[src/rtl/cache_arbiter_pkg.sv]
// Shared types for the L1 I/D cache to physical-memory arbiter.
package arbiter_types;

    localparam int unsigned CNT_W = 32;

    typedef enum logic [1:0] {
        IDLE    = 2'd0,
        SERVE_I = 2'd1,
        SERVE_D = 2'd2
    } state_t;

    typedef enum logic {
        src_icache = 1'b0,
        src_dcache = 1'b1
    } grant_src_t;

    typedef enum logic {
        op_read  = 1'b0,
        op_write = 1'b1
    } op_t;

endpackage

[src/rtl/cache_arbiter.sv]
// Round-robin arbiter sharing one cacheline adapter port between the I-cache and D-cache.
module cache_arbiter
    import arbiter_types::*;
#(
    parameter int unsigned ADDR_W  = 32,
    parameter int unsigned LINE_W  = 256,
    parameter bit          D_FIRST = 1'b1
) (
    input  logic              clk,
    input  logic              rst,
    input  logic              i_pmem_read,
    input  logic [ADDR_W-1:0] i_pmem_address,
    output logic [LINE_W-1:0] i_pmem_rdata,
    output logic              i_pmem_resp,
    input  logic              d_pmem_read,
    input  logic              d_pmem_write,
    input  logic [ADDR_W-1:0] d_pmem_address,
    input  logic [LINE_W-1:0] d_pmem_wdata,
    output logic [LINE_W-1:0] d_pmem_rdata,
    output logic              d_pmem_resp,
    output logic              mem_read,
    output logic              mem_write,
    output logic [ADDR_W-1:0] mem_address,
    output logic [LINE_W-1:0] mem_wdata,
    input  logic [LINE_W-1:0] mem_rdata,
    input  logic              mem_resp
);

    localparam grant_src_t RESET_PRIO = D_FIRST ? src_dcache : src_icache;

    state_t            state, state_next;
    grant_src_t        prio, prio_next;
    logic [ADDR_W-1:0] addr_q;
    logic [LINE_W-1:0] wdata_q;
    logic              read_q, write_q;
    logic [CNT_W-1:0]  num_i_grants, num_d_grants, num_conflicts;

    logic              i_req, d_req, conflict, grant;
    grant_src_t        grant_src;
    op_t               grant_op;
    logic [ADDR_W-1:0] grant_addr;
    logic [LINE_W-1:0] grant_wdata;

    assign i_req    = i_pmem_read;
    assign d_req    = d_pmem_read | d_pmem_write;
    assign conflict = (state == IDLE) && i_req && d_req;

    // Next-state, grant selection and priority rotation
    always_comb begin
        state_next  = state;
        prio_next   = prio;
        grant       = 1'b0;
        grant_src   = src_icache;
        grant_op    = op_read;
        grant_addr  = i_pmem_address;
        grant_wdata = '0;
        unique case (state)
            IDLE: begin
                if (d_req && (!i_req || prio == src_dcache)) begin
                    grant       = 1'b1;
                    grant_src   = src_dcache;
                    // A simultaneous read+write is illegal; the write wins.
                    grant_op    = d_pmem_write ? op_write : op_read;
                    grant_addr  = d_pmem_address;
                    grant_wdata = d_pmem_wdata;
                    state_next  = SERVE_D;
                end else if (i_req) begin
                    grant      = 1'b1;
                    state_next = SERVE_I;
                end
            end
            SERVE_I: begin
                if (mem_resp) begin
                    state_next = IDLE;
                    prio_next  = src_dcache;
                end
            end
            SERVE_D: begin
                if (mem_resp) begin
                    state_next = IDLE;
                    prio_next  = src_icache;
                end
            end
            default: state_next = IDLE;
        endcase
    end

    // State, latched request and perf counters
    always_ff @(posedge clk or posedge rst) begin
        if (rst) begin
            state         <= IDLE;
            prio          <= RESET_PRIO;
            addr_q        <= '0;
            wdata_q       <= '0;
            read_q        <= 1'b0;
            write_q       <= 1'b0;
            num_i_grants  <= '0;
            num_d_grants  <= '0;
            num_conflicts <= '0;
        end else begin
            state <= state_next;
            prio  <= prio_next;
            if (grant) begin
                addr_q  <= grant_addr;
                wdata_q <= grant_wdata;
                read_q  <= (grant_op == op_read);
                write_q <= (grant_op == op_write);
                if (grant_src == src_dcache) num_d_grants <= num_d_grants + CNT_W'(1);
                else                         num_i_grants <= num_i_grants + CNT_W'(1);
            end else if (state != IDLE && mem_resp) begin
                read_q  <= 1'b0;
                write_q <= 1'b0;
            end
            if (conflict) num_conflicts <= num_conflicts + CNT_W'(1);
        end
    end

    assign mem_read     = read_q;
    assign mem_write    = write_q;
    assign mem_address  = addr_q;
    assign mem_wdata    = wdata_q;
    assign i_pmem_rdata = mem_rdata;
    assign d_pmem_rdata = mem_rdata;
    // Completion is passed straight through to the side currently being served.
    assign i_pmem_resp  = mem_resp && (state == SERVE_I);
    assign d_pmem_resp  = mem_resp && (state == SERVE_D);

    // The D-cache must never ask for a read and a writeback at once
    a_d_rw_exclusive: assert property (@(posedge clk) disable iff (rst)
        !(d_pmem_read && d_pmem_write));

endmodule
[config.mk]
export PLATFORM = sky130hd
export DESIGN_NAME = cache_arbiter
export DESIGN_NICKNAME = d
export VERILOG_FILES = /design/src/rtl/cache_arbiter_pkg.sv /design/src/rtl/cache_arbiter.sv
export SDC_FILE = /design/constraint.sdc
export NUM_CORES = 1
export LEC_CHECK = 0
export CAP_MARGIN = 15
export CORE_AREA = 2 2 545 547
export CTS_BUF_LIST = sky130_fd_sc_hd__clkbuf_2 sky130_fd_sc_hd__clkbuf_4 sky130_fd_sc_hd__clkbuf_8
export DETAILED_ROUTE_END_ITERATION = 8
export DIE_AREA = 0 0 547 549
export RECOVER_POWER = 50
export SLEW_MARGIN = 10
export SYNTH_ARGS = -nofsm -noshare
export SYNTH_HDL_FRONTEND = slang
export SYNTH_SLANG_ARGS = --single-unit
[constraint.sdc]
create_clock -name clk -period 12.9 [get_ports clk]
set_input_delay 1.935 -clock clk [delete_from_list [all_inputs] [get_ports clk]]
set_output_delay 1.935 -clock clk [all_outputs]
set_load 0.1 [all_outputs]
==> metrics.log, run 1 <==
[metrics] Final Max Slew Viols: 628
[metrics] share of the yosys chip area belonging to registers: 48.9%
[metrics] number of detailed-routing iterations run before antenna repair: 4
[metrics] R2R Setup Slk: 6.80 ns
[metrics] gp weighted congestion: 0.723
[metrics] number of instances in the synthesized netlist: 1300
[metrics] number of antenna violations at the first check in global routing: 191
[metrics] YS warnings: 0
[metrics] Post-layout nets: 1993
[metrics] Min-Delay Startpoint: mem_address[26]
[metrics] clock latency reported for the late side of the worst-skew pair: 0.75 ns
[metrics] failing checks: capacitance limit, slew limit
[metrics] Longest Clk Path Bufs: 3
[metrics] post-synthesis register bit count: 293
[metrics] switch share: 67.3%
[metrics] Crit path arrival time: 7.70 ns
[metrics] die area: 300000 um^2
[metrics] Startpoint Class: input pin
[metrics] root buf cell: sky130_fd_sc_hd__clkbuf_8
[metrics] Reg-to-Reg Start: state[0]
[metrics] layout cells sized above 1: 9.45%
[metrics] area growth from synthesis to layout: 46.6%
[metrics] depth of the CTS H-tree: 3
[metrics] biggest cell delay along the critical path: 2.59 ns
[metrics] top achievable clock speed: 130 MHz
[metrics] Min-Delay Path Class: reg2reg
[metrics] slew at the pin closest to its max-slew limit: 4.40 ns
[metrics] Sequential Area: 7330 um^2
[metrics] TritonCTS clock tree: yes
[metrics] number of global-route vias before repair: 11643
[metrics] leakage power: 7.86 nW
[metrics] chip height: 549 um
[metrics] overall routed net length: 193000 um
[metrics] Peak VDD IR: 0.229 mV
[metrics] power density over the cells: 411 nW/um^2
[metrics] total power: 0.00904 W
[metrics] post-CTS setup-driven buffer insertion count: 0
[metrics] number of rows created at floorplan: 200
[metrics] outcome: finished with violations
[metrics] cell breakdown of the critical path: dlygate4sd3_1, clkinvlp_2, clkbuf_1
[metrics] standard cell with the maximum stage delay on the critical path: sky130_fd_sc_hd__clkbuf_1
[metrics] Core ar.: 295000 um^2
[metrics] worst hold margin: 0.478 ns
[metrics] remaining antenna violation count: 0
[metrics] synthesized area: 15000 um^2
[metrics] sequential fraction of design power: 18.5%
[metrics] Place WS: 7.49 ns
[metrics] total of cells resized after clock tree synthesis: 0
[metrics] largest fanout on the critical path: 83
[metrics] Distinct cells, synth: 29
[metrics] endpoint of the worst hold-timing path: mem_address[26]
[metrics] effective utilization at floorplan: 5.08%
[metrics] endpoint of the most critical register-to-register path: mem_address[31]
[metrics] clock tree sinks: 293
[metrics] Detail Placement HPWL: 172000 um
[metrics] maximum number of pins on one net before global-route repair: 164
[metrics] Setup Total Neg Slack: 0 ns
[metrics] power dissipated by switching net loads: 0.00608 W
[metrics] count of routing violations after the opening detailed-route iteration: 719
[metrics] global-route wire length before repair: 223000 um
[metrics] number of port buffers: 617
[metrics] Avg Synthesized Cell Area: 11.5 um^2
[metrics] CTS buffer count: 69
[metrics] number of cells traversed by the worst hold path: 2
[metrics] average detailed-routed wire length per instance: 35.7 um
[metrics] number of fill cells: 34292
[metrics] Required @ worst endpoint: 12.92 ns
[metrics] max-capacitance violation count: 181
[metrics] total of endpoints with negative setup slack in the final report: 0
[metrics] relative slew slack: -193%
[metrics] I/O pin cnt: 1386
[metrics] crit path time final: 7.68 ns
[metrics] post-route clock period utilization: 59.5%
[metrics] Post-route DRC: 0
[metrics] area of the multi-input gates: 3260 um^2
[metrics] vias post-DR: 11935
[metrics] unrepaired setup endpoints after global routing: no
[metrics] PnR worst setup slack: 5.22 ns
[metrics] sort of element at the end of the critical path: asynchronous set/reset pin
[metrics] hold bufs inserted after CTS: 0
[metrics] number of nets in the synthesized netlist: 1885
[metrics] critical path type: in2async
[metrics] combined global-route utilization of all metal layers: 12.4%
[metrics] final hold vios: 0
[metrics] fraction of power consumed by combinational cells: 65.9%
[metrics] clock slew at the register clock pins of the worst setup and hold paths: 0.06 ns
[metrics] cell depth of the worst flop-to-flop path: 7
[metrics] aggregate global routing overflow: 0
[metrics] clock skew: 0.0410 ns
[metrics] internal cell power: 0.00296 W
[metrics] via density per instance: 2.21
[metrics] Clock Power Share: 15.6%
[metrics] Chip Width: 547 um
==> cells in the final DEF, fill, tap and decap left out, types with 2 or more instances in the layout <==
master	count
sky130_fd_sc_hd__clkdlybuf4s50_1	375
sky130_fd_sc_hd__dfrtp_1	292
sky130_fd_sc_hd__a22o_1	256
sky130_fd_sc_hd__clkbuf_1	244
sky130_fd_sc_hd__clkbuf_8	81
sky130_fd_sc_hd__o31ai_1	33
sky130_fd_sc_hd__nand2_1	33
sky130_fd_sc_hd__a31oi_1	32
sky130_fd_sc_hd__and3b_1	32
sky130_fd_sc_hd__clkinv_2	15
sky130_fd_sc_hd__bufinv_16	11
sky130_fd_sc_hd__buf_4	9
sky130_fd_sc_hd__clkbuf_4	7
sky130_fd_sc_hd__diode_2	5
sky130_fd_sc_hd__inv_1	4
sky130_fd_sc_hd__inv_6	4
sky130_fd_sc_hd__clkinvlp_4	3
sky130_fd_sc_hd__and3_1	2
sky130_fd_sc_hd__o21ai_0	2
sky130_fd_sc_hd__nor2_1	2
sky130_fd_sc_hd__ha_1	2
sky130_fd_sc_hd__dlygate4sd3_1	2
==> area by class of cell <==
type                    instances  area share (%)
clock buffers                  88            5.31
clock inverters                35            2.20
multi-input cells             408            14.8
inverters                       5          0.0911
flip-flops and latches        293            33.4
well taps                    3939            22.4
diodes                          5          0.0569
repair buffers                631            21.7
==> worst max-delay path, delay by kind of cell <==
| family | cells | cell delay [ns] |
|---|---|---|
| buf+inv | 3 | 5.54 |
==> cells in the mapped netlist, drive strengths merged <==
library cell	count	share of area, %
a32oi	1	0.058
nor2b	1	0.042
nor2	2	0.050
o21ai	2	0.067
nand2	33	0.83
dfstp	1	0.18
a211o	1	0.058
and3	2	0.083
clkbuf	19	0.48
or2	1	0.042
a22o	256	15
a21oi	1	0.033
a22oi	1	0.050
dfrtp	292	49
and3b	32	1.9
ha	3	0.25
nor3	1	0.033
buf	575	29
nand2b	1	0.042
o31ai	33	1.7
nand3	1	0.033
and2	2	0.083
inv	5	0.13
a2111oi	1	0.058
a31oi	32	1.3
o32ai	1	0.058
==> cells by family after synthesis <==
logic type	count (synthesis)	synth area share, %
buffers and inverters	599	29.4
DFF	293	48.9
AOI/OAI and AO/OA	329	18.4
and+or+nand+nor	76	3.10
adders and majority gates	3	0.250
==> worst max path at each step <==
stage                 start               to  slack (ns)  depth (start not counted)
6_report                rst   mem_wdata[146]        5.22                          3
5_1_grt                 rst  mem_address[27]        4.06                          3
4_1_cts            mem_resp      d_pmem_resp        7.91                          3
3_5_place_dp   d_pmem_write  mem_address[13]        7.49                          6
3_3_place_gp   d_pmem_write   mem_wdata[239]        7.58                          6
2_1_floorplan           rst   mem_address[0]        2.88                          1
==> per-stage QoR <==
stage               cells  instance area [um^2]  utilization [%]
global route         5403                 22000             7.45
finish               5404                 22000             7.45
CTS                  5399                 22900             7.76
detailed placement   5276                 21200             7.20
global placement     5276                 21200             7.20
floorplan            1300                 15000                -
==> sequential cells by signal (all words and copies together) (netlist names) <==
register,flops
prio,1
mem_write,1
mem_wdata,256
mem_read,1
mem_address,32
state,2
==> power by group through the flow <==
stage,logic (W),clock network (W),registers (W)
floorplan,0.00159,0,0.00493
global placement,0.00639,0,0.00167
detailed placement,0.00641,0,0.00169
CTS,0.00641,0.00150,0.00168
global route,0.00629,0.00152,0.00173
finish,0.00596,0.00141,0.00167
==> routing by layer <==
metal	track usage, %	part of all wire, %
met5	0.475	0.17
met2	19.1	42
met1	9.84	26
met4	3.85	4.6
met3	14.4	27
No activity file was read; power rests on OpenSTA's default activity.
==> run 2: changes to the inputs <==
==> constraint.sdc (replaced) <==
create_clock -name clk -period 7.7 [get_ports clk]
set_input_delay 1.155 -clock clk [delete_from_list [all_inputs] [get_ports clk]]
set_output_delay 1.155 -clock clk [all_outputs]
set_load 0.1 [all_outputs]
==> run 2 against run 1 <==
  * The run still ends with capacitance limit, slew limit left
  * Via count fell by 1.1%
  * Sequential power increased by 68%
  * Die area unchanged
  * Worst hold slack improved by 0.0051 ns
  * Clock power is 47% higher
  * Sequential share of layout area decreased by 1.1 points
  * Setup slack got worse by 3.0 ns
  * Clock skew rose by 0.0026 ns
  * Combinational power up 74%
  * Largest power group unchanged
  * Wire length is 3.5% lower
  * Sequential cell count did not move
==> metrics.log, run 2 (synthesis gave the netlist of run 1 again) <==
[metrics] post-route clock period utilization: 71.0%
[metrics] final core utilization: 7.70% (+0.26 points)
[metrics] most frequent standard cell in the layout excluding fill and tap cells: sky130_fd_sc_hd__clkdlybuf4s50_1
[metrics] count of routing violations after the opening detailed-route iteration: 701 (-2.5%)
[metrics] area of the multi-input gates: 3270 um^2 (+0.58%)
[metrics] Chip Width: 547 um (unchanged)
[metrics] I/O pin cnt: 1386 (unchanged)
[metrics] Place WS: 2.99 ns (-4.50 ns)
[metrics] Post-layout nets: 1995 (+0.10%)
[metrics] area growth from synthesis to layout: 51.6%
[metrics] Min-Delay Path Class: reg2reg
[metrics] top achievable clock speed: 183 MHz
[metrics] Longest Clk Path Bufs: 3 (unchanged)
[metrics] final hold vios: 0 (unchanged)
[metrics] Post-Layout Inst Area: 22700 um^2 (+3.4%)
[metrics] vias post-DR: 11805 (-1.1%)
[metrics] leakage power: 8.68 nW (+11%)
[metrics] TritonCTS clock tree: yes
[metrics] average detailed-routed wire length per instance: 34.4 um (-3.6%)
[metrics] remaining antenna violation count: 0 (unchanged)
[metrics] Clock Power Share: 13.5% (-2.1 points)
[metrics] global-route wire length before repair: 216000 um (-2.9%)
[metrics] failing checks: capacitance limit, slew limit
[metrics] power dissipated by switching net loads: 0.0101 W (+65%)
[metrics] unrepaired setup endpoints after global routing: no
[metrics] crit path time final: 5.47 ns
[metrics] fraction of power consumed by combinational cells: 68.2% (+2.3 points)
[metrics] Required @ worst endpoint: 8.33 ns (-4.59 ns)
[metrics] number of fill cells: 34124 (-0.49%)
[metrics] largest fanout on the critical path: 173 (+110%)
[metrics] number of detailed-routing iterations run before antenna repair: 5 (+1)
[metrics] outcome: finished with violations
[metrics] via density per instance: 2.18 (-1.2%)
[metrics] clock tree sinks: 293 (unchanged)
[metrics] number of global-route vias before repair: 11867 (+1.9%)
[metrics] total power: 0.0153 W (+69%)
[metrics] depth of the CTS H-tree: 3 (unchanged)
[metrics] layout cells sized above 1: 25.1% (+16 points)
[metrics] Sequential Area: 7330 um^2 (unchanged)
[metrics] Crit path arrival time: 6.09 ns (-1.61 ns)
[metrics] slew at the pin closest to its max-slew limit: 3.79 ns (-0.612 ns)
[metrics] Final Max Slew Viols: 239 (-62%)
[metrics] PnR worst setup slack: 2.23 ns (-2.99 ns)
[metrics] Placed Instance Area: 21300 um^2 (+0.24%)
[metrics] clock latency reported for the late side of the worst-skew pair: 0.76 ns (about the same)
[metrics] clock skew: 0.0436 ns (+0.00260 ns)
[metrics] max-capacitance violation count: 4 (-98%)
[metrics] power density over the cells: 673 nW/um^2 (+64%)
[metrics] most frequent cells in the layout: sky130_fd_sc_hd__clkdlybuf4s50_1, sky130_fd_sc_hd__dfrtp_1, sky130_fd_sc_hd__a22o_1
[metrics] internal cell power: 0.00525 W (+77%)
[metrics] CTS buffer count: 71 (+2.9%)
[metrics] Detail Placement HPWL: 166000 um (-3.6%)
[metrics] gp weighted congestion: 0.734 (+1.6%)
[metrics] aggregate global routing overflow: 0 (unchanged)
[metrics] total of cells resized after clock tree synthesis: 0 (unchanged)
[metrics] Startpoint Class: input pin
[metrics] sort of element at the end of the critical path: flip-flop
[metrics] Peak VDD IR: 0.349 mV (+52%)
[metrics] combined global-route utilization of all metal layers: 11.9% (-0.43 points)
[metrics] hold bufs inserted after CTS: 0 (unchanged)
[metrics] overall routed net length: 186000 um (-3.5%)
[metrics] Post-route DRC: 0 (unchanged)
[metrics] switch share: 65.7% (-1.5 points)
[metrics] maximum number of pins on one net before global-route repair: 174 (+6.1%)
[metrics] Setup Total Neg Slack: 0 ns (unchanged)
[metrics] total of endpoints with negative setup slack in the final report: 0 (unchanged)
[metrics] chip height: 549 um (unchanged)
[metrics] Largest register FFs: 256 (unchanged)
[metrics] number of antenna violations at the first check in global routing: 165 (-14%)
[metrics] effective utilization at floorplan: 5.08% (unchanged)
[metrics] post-CTS setup-driven buffer insertion count: 0 (unchanged)
[metrics] sequential fraction of design power: 18.3% (-0.2 points)
[metrics] number of rows created at floorplan: 200 (unchanged)
[metrics] root buf cell: sky130_fd_sc_hd__clkbuf_8
[metrics] critical path type: in2reg
[metrics] die area: 300000 um^2 (unchanged)
[metrics] Core ar.: 295000 um^2 (unchanged)
[metrics] relative slew slack: -152% (+41 points)
[metrics] clock slew at the register clock pins of the worst setup and hold paths: 0.06 ns (about the same)
[metrics] number of port buffers: 617 (unchanged)
[metrics] R2R Setup Slk: 2.58 ns (-4.22 ns)
## run 2: changes by cell type in the layout (fill, tap and decap cells not counted), moves of 2 or more
cell / delta
sky130_fd_sc_hd__buf_12: +2
sky130_fd_sc_hd__buf_2: +6
sky130_fd_sc_hd__inv_6: -3
sky130_fd_sc_hd__diode_2: +8
sky130_fd_sc_hd__bufinv_16: -10
sky130_fd_sc_hd__clkbuf_8: +3
sky130_fd_sc_hd__clkbuf_4: +7
sky130_fd_sc_hd__buf_4: +221
sky130_fd_sc_hd__clkbuf_1: -240
sky130_fd_sc_hd__clkdlybuf4s50_1: +11
## run 2: worst paths after layout
check                                startpoint  depth (start not counted)              end
worst min register to register  mem_address[19]                          2  mem_address[19]
min in group asynchronous                   rst                          2    mem_wdata[57]
worst max-delay path                i_pmem_read                          5   mem_wdata[255]
max in group asynchronous                   rst                          3    mem_wdata[88]
worst max register to register             prio                          4   mem_wdata[255]
worst min-delay path            mem_address[19]                          2  mem_address[19]
## run 2: power by group through the flow
stage | logic (W) | clock network, W | registers, W
global placement | 0.0107 | 0 | 0.00279
floorplan | 0.00266 | 0 | 0.00827
finish | 0.0104 | 0.00207 | 0.00281
detailed placement | 0.0107 | 0 | 0.00284
CTS | 0.0107 | 0.00221 | 0.00282
global route | 0.0110 | 0.00224 | 0.00291
## run 2: layer usage
metal	share of wire [%]	GRT usage (%)	vias up
met2	42	18.3	1486
met1	29	10.0	5356
met3	24	13.0	589
li1	-	-	4368
met5	0.17	0.712	-
met4	4.6	4.03	6
## run 2: worst max-delay path: stages
cell and delay, ns:
sky130_fd_sc_hd__clkdlybuf4s50_1 0.50, sky130_fd_sc_hd__nand2b_1 2.16, sky130_fd_sc_hd__and3_4 0.93, sky130_fd_sc_hd__buf_12 0.49, sky130_fd_sc_hd__a22o_1 0.28
## run 2: area by class of cell
class / count / share of cell area (%)
Tap cell: 3939 / 21.7
Multi-Input combinational cell: 408 / 14.4
Antenna cell: 13 / 0.143
Inverter: 5 / 0.0881
Clock inverter: 22 / 0.732
Clock buffer: 98 / 5.55
Sequential cell: 293 / 32.3
Timing Repair Buffer: 631 / 25.1
## run 2: metrics by stage
step,cells,hold WS [ns]
global placement,5276,0.463
floorplan,1300,0.476
detailed placement,5276,0.478
finish,5409,0.483
global route,5398,0.515
CTS,5396,0.491
